==> src/rtl/hazard_ctrl.sv <==
// Hazard and sequencing controller for a 5-stage RV32I pipeline: tracks E/M/W
// destination state and produces stall/flush, forwarding selects and perf counters.
module hazard_ctrl #(
    parameter int CNT_W = 32
) (
    input  logic             clk,
    input  logic             srst,
    input  logic [4:0]       rs1_d,
    input  logic [4:0]       rs2_d,
    input  logic             uses_rs1_d,
    input  logic             uses_rs2_d,
    input  logic [4:0]       rd_d,
    input  logic             reg_write_d,
    input  logic [1:0]       result_src_d,
    input  logic             pc_src_e,
    input  logic             dmem_ready_m,
    output logic             stall_f,
    output logic             stall_d,
    output logic             stall_e,
    output logic             stall_m,
    output logic             flush_d,
    output logic             flush_e,
    output logic             flush_w,
    output logic [1:0]       forward_a_e,
    output logic [1:0]       forward_b_e,
    output logic [CNT_W-1:0] stall_cnt,
    output logic [CNT_W-1:0] flush_cnt
);

    localparam logic [CNT_W-1:0] CNT_ONE = {{(CNT_W-1){1'b0}}, 1'b1};

    logic [4:0]       e_rd_q, e_rs1_q, e_rs2_q, m_rd_q, w_rd_q;
    logic             e_rw_q, e_ld_q, m_rw_q, w_rw_q;
    logic [CNT_W-1:0] stall_cnt_q, flush_cnt_q;

    logic mem_wait, branch, load_use, lu_act;
    logic [1:0] fwd_a, fwd_b;

    always_comb begin
        mem_wait = ~dmem_ready_m;
        branch   = pc_src_e & dmem_ready_m;
        load_use = e_ld_q & e_rw_q &
                   ((uses_rs1_d & (rs1_d == e_rd_q)) | (uses_rs2_d & (rs2_d == e_rd_q)));
        // A resolved branch discards the decode instruction, so its interlock is moot.
        lu_act   = load_use & dmem_ready_m & ~pc_src_e;

        fwd_a = 2'b00;
        if (m_rw_q && (m_rd_q == e_rs1_q))      fwd_a = 2'b10;
        else if (w_rw_q && (w_rd_q == e_rs1_q)) fwd_a = 2'b01;
        fwd_b = 2'b00;
        if (m_rw_q && (m_rd_q == e_rs2_q))      fwd_b = 2'b10;
        else if (w_rw_q && (w_rd_q == e_rs2_q)) fwd_b = 2'b01;

        stall_f     = ~srst & (mem_wait | lu_act);
        stall_d     = ~srst & (mem_wait | lu_act);
        stall_e     = ~srst & mem_wait;
        stall_m     = ~srst & mem_wait;
        flush_d     = srst | branch;
        flush_e     = srst | branch | lu_act;
        flush_w     = srst | mem_wait;
        forward_a_e = srst ? 2'b00 : fwd_a;
        forward_b_e = srst ? 2'b00 : fwd_b;
        stall_cnt   = stall_cnt_q;
        flush_cnt   = flush_cnt_q;
    end

    always_ff @(posedge clk) begin
        if (srst) begin
            e_rd_q      <= '0;
            e_rs1_q     <= '0;
            e_rs2_q     <= '0;
            e_rw_q      <= 1'b0;
            e_ld_q      <= 1'b0;
            m_rd_q      <= '0;
            m_rw_q      <= 1'b0;
            w_rd_q      <= '0;
            w_rw_q      <= 1'b0;
            stall_cnt_q <= '0;
            flush_cnt_q <= '0;
        end else begin
            if (stall_f && (stall_cnt_q != '1)) stall_cnt_q <= stall_cnt_q + CNT_ONE;
            if (branch && (flush_cnt_q != '1))  flush_cnt_q <= flush_cnt_q + CNT_ONE;

            if (mem_wait) begin
                // E and M hold; the W slot drains as a bubble.
                w_rw_q <= 1'b0;
            end else begin
                w_rd_q <= m_rd_q;
                w_rw_q <= m_rw_q;
                m_rd_q <= e_rd_q;
                m_rw_q <= e_rw_q;
                if (branch || lu_act) begin
                    e_rd_q  <= '0;
                    e_rs1_q <= '0;
                    e_rs2_q <= '0;
                    e_rw_q  <= 1'b0;
                    e_ld_q  <= 1'b0;
                end else begin
                    e_rd_q  <= rd_d;
                    e_rs1_q <= rs1_d;
                    e_rs2_q <= rs2_d;
                    e_rw_q  <= reg_write_d & (rd_d != 5'd0);
                    e_ld_q  <= (result_src_d == 2'b01);
                end
            end
        end
    end

endmodule
==> config.mk <==
export PLATFORM = sky130hd
export DESIGN_NAME = hazard_ctrl
export DESIGN_NICKNAME = d
export VERILOG_FILES = /design/src/rtl/hazard_ctrl.sv
export SDC_FILE = /design/constraint.sdc
export NUM_CORES = 1
export LEC_CHECK = 0
export CAP_MARGIN = 20
export CORE_UTILIZATION = 40
export DETAILED_ROUTE_END_ITERATION = 12
export GPL_TIMING_DRIVEN = 1
export PLACE_DENSITY = 0.66
export SETUP_SLACK_MARGIN = 0.5
export SLEW_MARGIN = 10
export SYNTH_ARGS = -nofsm -noshare
export SYNTH_HDL_FRONTEND = slang
export SYNTH_SLANG_ARGS = --single-unit
export TNS_END_PERCENT = 50
==> constraint.sdc <==
create_clock -name clk -period 3.3 [get_ports clk]
set_clock_uncertainty 0.05 [all_clocks]
set_input_delay 0.66 -clock clk [delete_from_list [all_inputs] [get_ports clk]]
set_output_delay 0.66 -clock clk [all_outputs]
set_load 0.05 [all_outputs]
# Word level (Yosys, flattened, before mapping)

Index checks and enable logic that the tools add are counted.

Add/subtract/negate cells: 2
Equal/unequal tests: 9
Multiplexer cells: 11
Bitwise operators: 18
Reductions and logical operators: 9

Operator list:

| cell                                                 | count |
|---|---|
| adder 32 x 1 -> 32 bit (second input constant)       | 2 |
| inequality test 32 bit (second input constant)       | 2 |
| equality test 5 bit                                  | 6 |
| 2-to-1 mux 5 bit                                     | 3 |
| AND 1 bit                                            | 10 |
| 2-to-1 mux 2 bit                                     | 4 |
| logical AND 1 bit                                    | 6 |
| OR 1 bit                                             | 5 |
| nonzero test 5 bit                                   | 1 |
| 2-to-1 mux 1 bit                                     | 4 |
| inverter 1 bit                                       | 3 |
| equality test 2 x 1 -> 1 bit (second input constant) | 1 |
| OR reduction 2 bit                                   | 1 |
| logical OR 1 bit                                     | 1 |

Bits in registers: 93
Input port bits: 24
Output and inout bits: 75
Word-level logic and storage cells: 60

# Logic depth before layout (Yosys ltp)

Gate-level depths: netlist (run 1).

Depth in word-level cells: 9
Depth in mapped cells: 9
Depth with buffers taken out: 7

# Worst setup path before layout (run 1)

OpenSTA, ideal clock, no wires.

Kind: input to output
From: in srst
To: out stall_f
Data arrival time: 2.304 ns
Setup slack: 0.286 ns
Cell stages on the path: 6
Buffers on the path: 3
Cell sequence: buf_2 > or2_0 > or4_1 > buf_6 > nand2_1 > buf_4

Longest elaborated chain between the ends: 2

RTL lines:

| item           | line | source |
|---|---|---|
| from (decl)    | 7    | `input logic srst,` |
| inverter 1 bit | --   |  |
| AND 1 bit      | --   |  |
| to (decl)      | 17   | `output logic stall_f,` |

No other way between the ends.

# Final worst setup path (run 1)

From: in rs2_d[3]
To: out flush_e

Longest elaborated chain between the ends: 7

RTL lines:

| item                    | line | source |
|---|---|---|
| from (decl)             | 9    | `input logic [4:0] rs2_d,` |
| equality test 5 bit     | 43   | `((uses_rs1_d & (rs1_d == e_rd_q)) \| (uses_rs2_d & (rs2_d == e_rd_q)));` |
| AND 1 bit               | 43   |  |
| OR 1 bit                | 43   |  |
| AND 1 bit               | 42   | `load_use = e_ld_q & e_rw_q &` |
| AND 1 bit (2 in series) | 45   | `lu_act = load_use & dmem_ready_m & ~pc_src_e;` |
| OR 1 bit                | 59   | `flush_e = srst \| branch \| lu_act;` |
| to (decl)               | 22   | `output logic flush_e,` |

No other way between the ends.

==> metrics.csv, run 1 <==
metric,value,unit
initial antenna violation count,0,
Worst-Skew Late Latency,0.34,ns
"antenna viol nets, final",0,
drt pass-1 iters,4,
period utilization,83.3,%
Layout area overhead,34.2,%
sequential element share of the synthesized area,41.1,%
IO Pins,99,
Port Buffers,98,
outcome,"finished, final reports clean",
Die ar.,0.0117,mm²
maximum clock frequency,364,MHz
post-synthesis register bit count,93,
P_leak,2.23,nW
Max-Cap Viols,0,
Mean Syn Cell Area,8.76,µm²
total CTS buffers,9,
first-pass GRT wire length,18200,µm
critical path type,primary input to primary output,
"Top FF cell, synth",dfxtp_1,
setup violators final,0,
Worst R2R Path Depth,6,
crit path max fanout,2,
pre-CTS setup slack,-0.00911,ns
cts hold-fix bufs,0,
H-tree depth,3,
cell mode on critical path,nand2_1,
hold crit path type,flop to flop,
number of distinct library cells after synthesis,49,
largest net degree at the start of global routing,63,
synth warn,0,
# rows,38,
routability cong.,0.889,
Synth area leader,dfxtp_1,
Avg WL per Cell,14.9,µm
Non-Filler Instances,760,
Core ar.,0.0109,mm²
cell chain of the critical path,dlygate4sd2_1 > xor2_1 > nor2_2 > and3_1 > or3_1 > nand2_1 > nand2_1 > buf_6,
Root Driver,clkbuf_16,
GRT Total Usage,19.8,%
fin worst setup slack,0.550,ns
fin. max-slew vios,0,
DR vias/cell,5.47,
layout cells sized above 1,9.35,%
drt drc,0,
"Hold Violations, Final",0,
hpwl dp,8230,µm
asr flop ratio synth,0,%
Synth area leaders,"dfxtp_1 41%, xor2_1 7.9%, nor2_1 5.2%",
most frequent cells after synthesis,"93 x dfxtp_1, 63 x nor2_1, 41 x xor2_1",
Initial Util,41.4,%
DIE HEIGHT,108,µm
relative slew slack,56.6,%
CTS Buffer Depth,2,
power per cell area,384,mW/mm²
Synth top area share,41.1,%
TritonCTS clock tree,built,
Post-Syn Nets,543,
Worst Path Required,2.59,ns
vias in the first global route,3853,
DRT iter0 DRCs,203,
CP max stage cell,or3_1,
Fillers,1006,
Least-Margin Pin Slew,0.651,ns
nets,642,
RSZ-0062 raised after global routing,yes,
crit path capture type,primary output,
"Data arrival, critical path",2.04,ns
VDD IR max,0.277,mV
Congestion Overflow GR,0,
placed cells,742,
"CTS clk-pin slew, worst paths",0.06,ns
clock sink count,93,
cell count after synthesis,517,
crit-path max cell delay,0.36,ns
die width,108,µm
final wirelength,11400,µm
Post-Syn Area,0.00453,mm²
number of synthesized flops with an enable pin,0,
Worst Setup Start Kind,primary input,
# diodes,0,
fin crit period,2.75,ns
"count leader, synth",dfxtp_1,
Vias,4157,
WHS Path Cells,2,
## where the power goes
| part | switching, mW | internal (mW) |
|---|---|---|
| Sequential | 0.0190 | 1.14 |
| Clock | 0.408 | 0.568 |
| Combinational | 0.114 | 0.0863 |
## layout make-up
type                       count  area (µm²)  share of cell area, %
multi-input combinational    391        2570                   42.4
timing repair buffer         113        1160                   19.0
clock buffer                  14         274                   4.51
tap                          140         175                   2.88
sequential                    93        1860                   30.6
inverter                       8        30.0                  0.494
clock inverter                 1        5.00                 0.0823
## critical path, delay by kind of cell
kind,cells,cell delay (ns)
xor+xnor,1,0.18
buf+inv,2,0.44
simple gates,5,0.75
## what timing repair did
action                                 4_1_cts  5_1_grt
setup endpoints to repair                   22        5
buffers inserted                             2        1
endpoints found under the hold margin        0        0
gates resized for setup                     23        8
pin swaps                                    8        2
## through the flow
| step | TNS (ns) | power, mW | utilization [%] | hold slack, ns | instance area (µm²) |
|---|---|---|---|---|---|
| finish | 0 | 2.33 | 55.6 | 0.457 | 6080 |
| global route | 0 | 2.42 | 55.6 | 0.474 | 6080 |
| CTS | 0 | 2.36 | 55.6 | 0.461 | 6080 |
| detailed placement | -0.0241 | 1.38 | 52.5 | 0.451 | 5740 |
| global placement | 0 | 1.38 | 52.5 | 0.431 | 5740 |
| floorplan | 0 | 1.29 | - | 0.415 | 4530 |
## layout by cell type, fill, tap and decap left out, types with 2 or more instances in the layout
cell type,n
clkbuf_16,9
nor4_1,9
nor3_1,12
xor2_1,38
a311oi_1,2
a22o_1,15
o21ai_0,13
a32o_1,2
mux2i_1,15
xor2_2,3
nand2_1,34
ha_1,2
a21oi_1,19
and2_1,5
o31ai_1,6
and4_1,8
nor2b_1,6
inv_1,8
nand4_1,16
buf_12,9
or4_1,9
clkbuf_1,2
and3_1,11
nor2_1,62
dfxtp_1,93
clkbuf_8,3
mux2_1,3
xnor2_1,23
clkdlybuf4s50_1,74
or3_1,13
o211ai_1,4
a211oi_1,3
or2_2,2
dlygate4sd2_1,10
buf_4,14
clkbuf_2,3
nor4_2,2
nand3_1,34
## state kept, by name, indices dropped and copies added (netlist names)
name / flops
e_ld_q: 1
e_rd_q: 5
e_rs1_q: 5
e_rs2_q: 5
e_rw_q: 1
flush_cnt: 32
m_rd_q: 5
m_rw_q: 1
stall_cnt: 32
w_rd_q: 5
w_rw_q: 1
## per-layer routing
layer  routed length [µm]  share of wire, %  vias up  track usage (%)
met2                 5310                47      128             32.8
met1                 5260                46     1964             25.1
met4                  171               1.5        0             7.24
met5                    0                 0        -                0
li1                     -                 -     2048                -
met3                  612               5.4       17             4.28
## final timing paths
path	startpoint	to	slack, ns
setup / recovery	rs2_d[3]	flush_e	0.55
hold reg to reg	stall_cnt[6]	stall_cnt[6]	0.46
setup reg to reg	stall_cnt[14]	stall_cnt[12]	0.69
hold / removal	stall_cnt[6]	stall_cnt[6]	0.46
## kinds of logic (layout without fill, tap and decap cells)
logic type                 Yosys count  after routing  share of synthesized area, %
and+or+nand+nor                    233            233                          26.7
AOI/OAI and AO/OA                   74             74                          11.7
adders and majority gates            2              2                         0.553
muxes                               18             18                          4.06
buffers and inverters               33            136                          3.40
xor gates and xnor gates            64             64                          12.4
DFF                                 93             93                          41.1
(Power assumes the default switching activity.)
==> run 2: changes to the inputs <==
- clock period: 3.3 -> 2.7 ns (I/O delays scaled with it)
==> run 2 against run 1 <==
  * Critical endpoint unchanged
  * Cell area up 13%
  * Highest routed layer unchanged
  * Die area unchanged
  * First-iteration DRC count up 5.4%
  * Non-clock buffer count up 38
  * Register-to-register slack worse by 0.29 ns
  * Via count up 5.6%
  * Total power up 32%
==> metrics.csv, run 2 (same netlist as run 1, synthesis figures left out) <==
metric,value,unit,change
Root Driver,clkbuf_16,,unchanged
"most common cell after layout, fill and taps aside",clkdlybuf4s50_1,,was dfxtp_1
worst reg2reg endpoint,stall_cnt[26],,was stall_cnt[12]
CP max stage cell,dfxtp_4,,was or3_1
outcome,"finished, final reports clean",,unchanged
most frequent cells in the layout,"69 x clkdlybuf4s50_1, 60 x nor2_1, 53 x dfxtp_1",,"was 93 x dfxtp_1, 74 x clkdlybuf4s50_1, 62 x nor2_1"
Hold Worst Slack,0.384,ns,was 0.457 ns
crit-path max cell delay,0.38,ns,was 0.36 ns
Layout area overhead,52.2,%,was 34.2%
CP bufs+invs,1,,was 2
hold path start,rs1_d[4],,was stall_cnt[6]
first-pass GRT wire length,20100,µm,"was 18,200 µm"
Worst R2R Start,e_rd_q[2],,was stall_cnt[14]
Core ar.,0.0109,mm²,unchanged
RSZ-0062 raised after global routing,yes,,unchanged
cell mode on critical path,nand2_2,,was nand2_1
"CTS clk-pin slew, worst paths",0.06,ns,about the same
Max-Cap Viols,0,,unchanged
crit path capture type,primary output,,unchanged
hold crit path type,primary input to flop,,was flop to flop
Worst-Skew Late Latency,0.35,ns,was 0.34 ns
clock sink count,93,,unchanged
Congestion Overflow GR,0,,unchanged
relative slew slack,63.4,%,was 56.6%
hpwl dp,8450,µm,was 8230 µm
WHS Path Cells,2,,unchanged
GRT Total Usage,22.0,%,was 19.8%
vias in the first global route,4164,,"was 3,853"
Port Buffers,98,,unchanged
Worst R2R Path Depth,8,,was 6
power per cell area,446,mW/mm²,was 384 mW/mm²
largest net degree at the start of global routing,51,,was 63
routability cong.,0.827,,was 0.889
Die ar.,0.0117,mm²,unchanged
initial antenna violation count,0,,unchanged
"Data arrival, critical path",1.86,ns,was 2.04 ns
H-tree depth,3,,unchanged
final wirelength,12700,µm,"was 11,400 µm"
drt pass-1 iters,5,,was 4
Worst Path Required,2.11,ns,was 2.59 ns
Least-Margin Pin Slew,0.549,ns,was 0.651 ns
maximum clock frequency,409,MHz,
drt drc,0,,unchanged
nets,684,,was 642
cell chain of the critical path,xor2_1 > nor2_1 > and3_1 > or3_4 > nand2_2 > nand2_2 > buf_6,,was dlygate4sd2_1 > xor2_1 > nor2_2 > and3_1 > or3_1 > nand2_1 > nand2_1 > buf_6
P_leak,2.63,nW,was 2.23 nW
DR vias/cell,5.47,,about the same
total power,3.08,mW,was 2.33 mW
layout cells sized above 1,27.6,%,was 9.35%
# rows,38,,unchanged
"Hold Violations, Final",0,,unchanged
Avg WL per Cell,15.9,µm,was 14.9 µm
total CTS buffers,9,,unchanged
critical path type,flop to primary output,,was primary input to primary output
Initial Util,41.4,%,unchanged
# diodes,0,,unchanged
crit path max fanout,4,,was 2
hold worst-path end,e_rs1_q[4],,was stall_cnt[6]
Reg2Reg Setup Slack,0.40,ns,was 0.69 ns
setup violators final,0,,unchanged
crit-path leading delay family,simple AND/OR/NAND/NOR gates,,unchanged
IO Pins,99,,unchanged
VDD IR max,0.374,mV,was 0.277 mV
"antenna viol nets, final",0,,unchanged
fin crit period,2.45,ns,
die width,108,µm,unchanged
cts hold-fix bufs,0,,unchanged
DIE HEIGHT,108,µm,unchanged
Worst Setup Start Kind,flop,,was primary input
period utilization,90.6,%,
CTS Buffer Depth,2,,unchanged
TritonCTS clock tree,built,,unchanged
DRT iter0 DRCs,214,,was 203
fin. max-slew vios,0,,unchanged
Vias,4391,,"was 4,157"
## run 2: cell types whose count changed in the layout (fill, tap and decap cells not counted), moves of 9 or more
| cell | previous run | this run |
|---|---|---|
| buf_6 | 1 | 10 |
| dfxtp_1 | 93 | 53 |
| dfxtp_2 | 0 | 32 |
| o21ai_0 | 13 | 4 |
| buf_4 | 14 | 44 |
| o21ai_1 | 0 | 9 |
## run 2: per-stage QoR
stage / setup TNS, ns / cell area (µm²) / setup slack [ns] / util, % / std cells
finish: 0 / 6890 / 0.254 / 63.0 / 803
global route: 0 / 6890 / 0.210 / 63.0 / 803
CTS: 0 / 6580 / 0.251 / 60.1 / 793
detailed placement: -6.90 / 5990 / -0.312 / 54.8 / 760
global placement: -5.65 / 5990 / -0.290 / 54.8 / 760
floorplan: 0 / 4690 / 0.298 / - / 517
## run 2: how the worst max path moves through the flow
stage,from,endpoint,slack (ns),depth (start not counted)
global route,e_rd_q[2],stall_d,0.21,6
CTS,e_rd_q[0],stall_d,0.25,6
global placement,rs1_d[0],stall_cnt[30],-0.29,8
finish,e_rd_q[2],flush_e,0.25,7
detailed placement,rs1_d[0],stall_cnt[30],-0.31,8
floorplan,flush_cnt[16],flush_cnt[4],0.30,8
## run 2: cell type report
type | count | area [µm²]
fill | 946 | 4050
multi-input combinational | 395 | 2960
sequential | 93 | 1930
timing repair buffer | 151 | 1470
clock buffer | 13 | 282
tap | 140 | 175
clock inverter | 3 | 40.0
inverter | 8 | 33.8
## run 2: power by group
part / internal [mW] / total [mW] / switching, mW
logic: 0.150 / 0.316 / 0.166
registers: 1.39 / 1.41 / 0.0280
clock network: 0.821 / 1.35 / 0.524
## run 2: metal layers
layer	track usage [%]	wire [µm]	vias to the layer above
li1	-	-	2155
met1	27.9	5690	2103
met2	36.1	6280	112
met3	4.22	516	21
met4	9.65	261	0
met5	0	0	-
## run 2: what timing repair did
action	in CTS	in global routing
endpoints found under the setup margin	72	88
pin swaps	22	28
buffers inserted	13	10
gates cloned	4	0
gates resized for setup	57	62
hold endpoints to repair	0	0
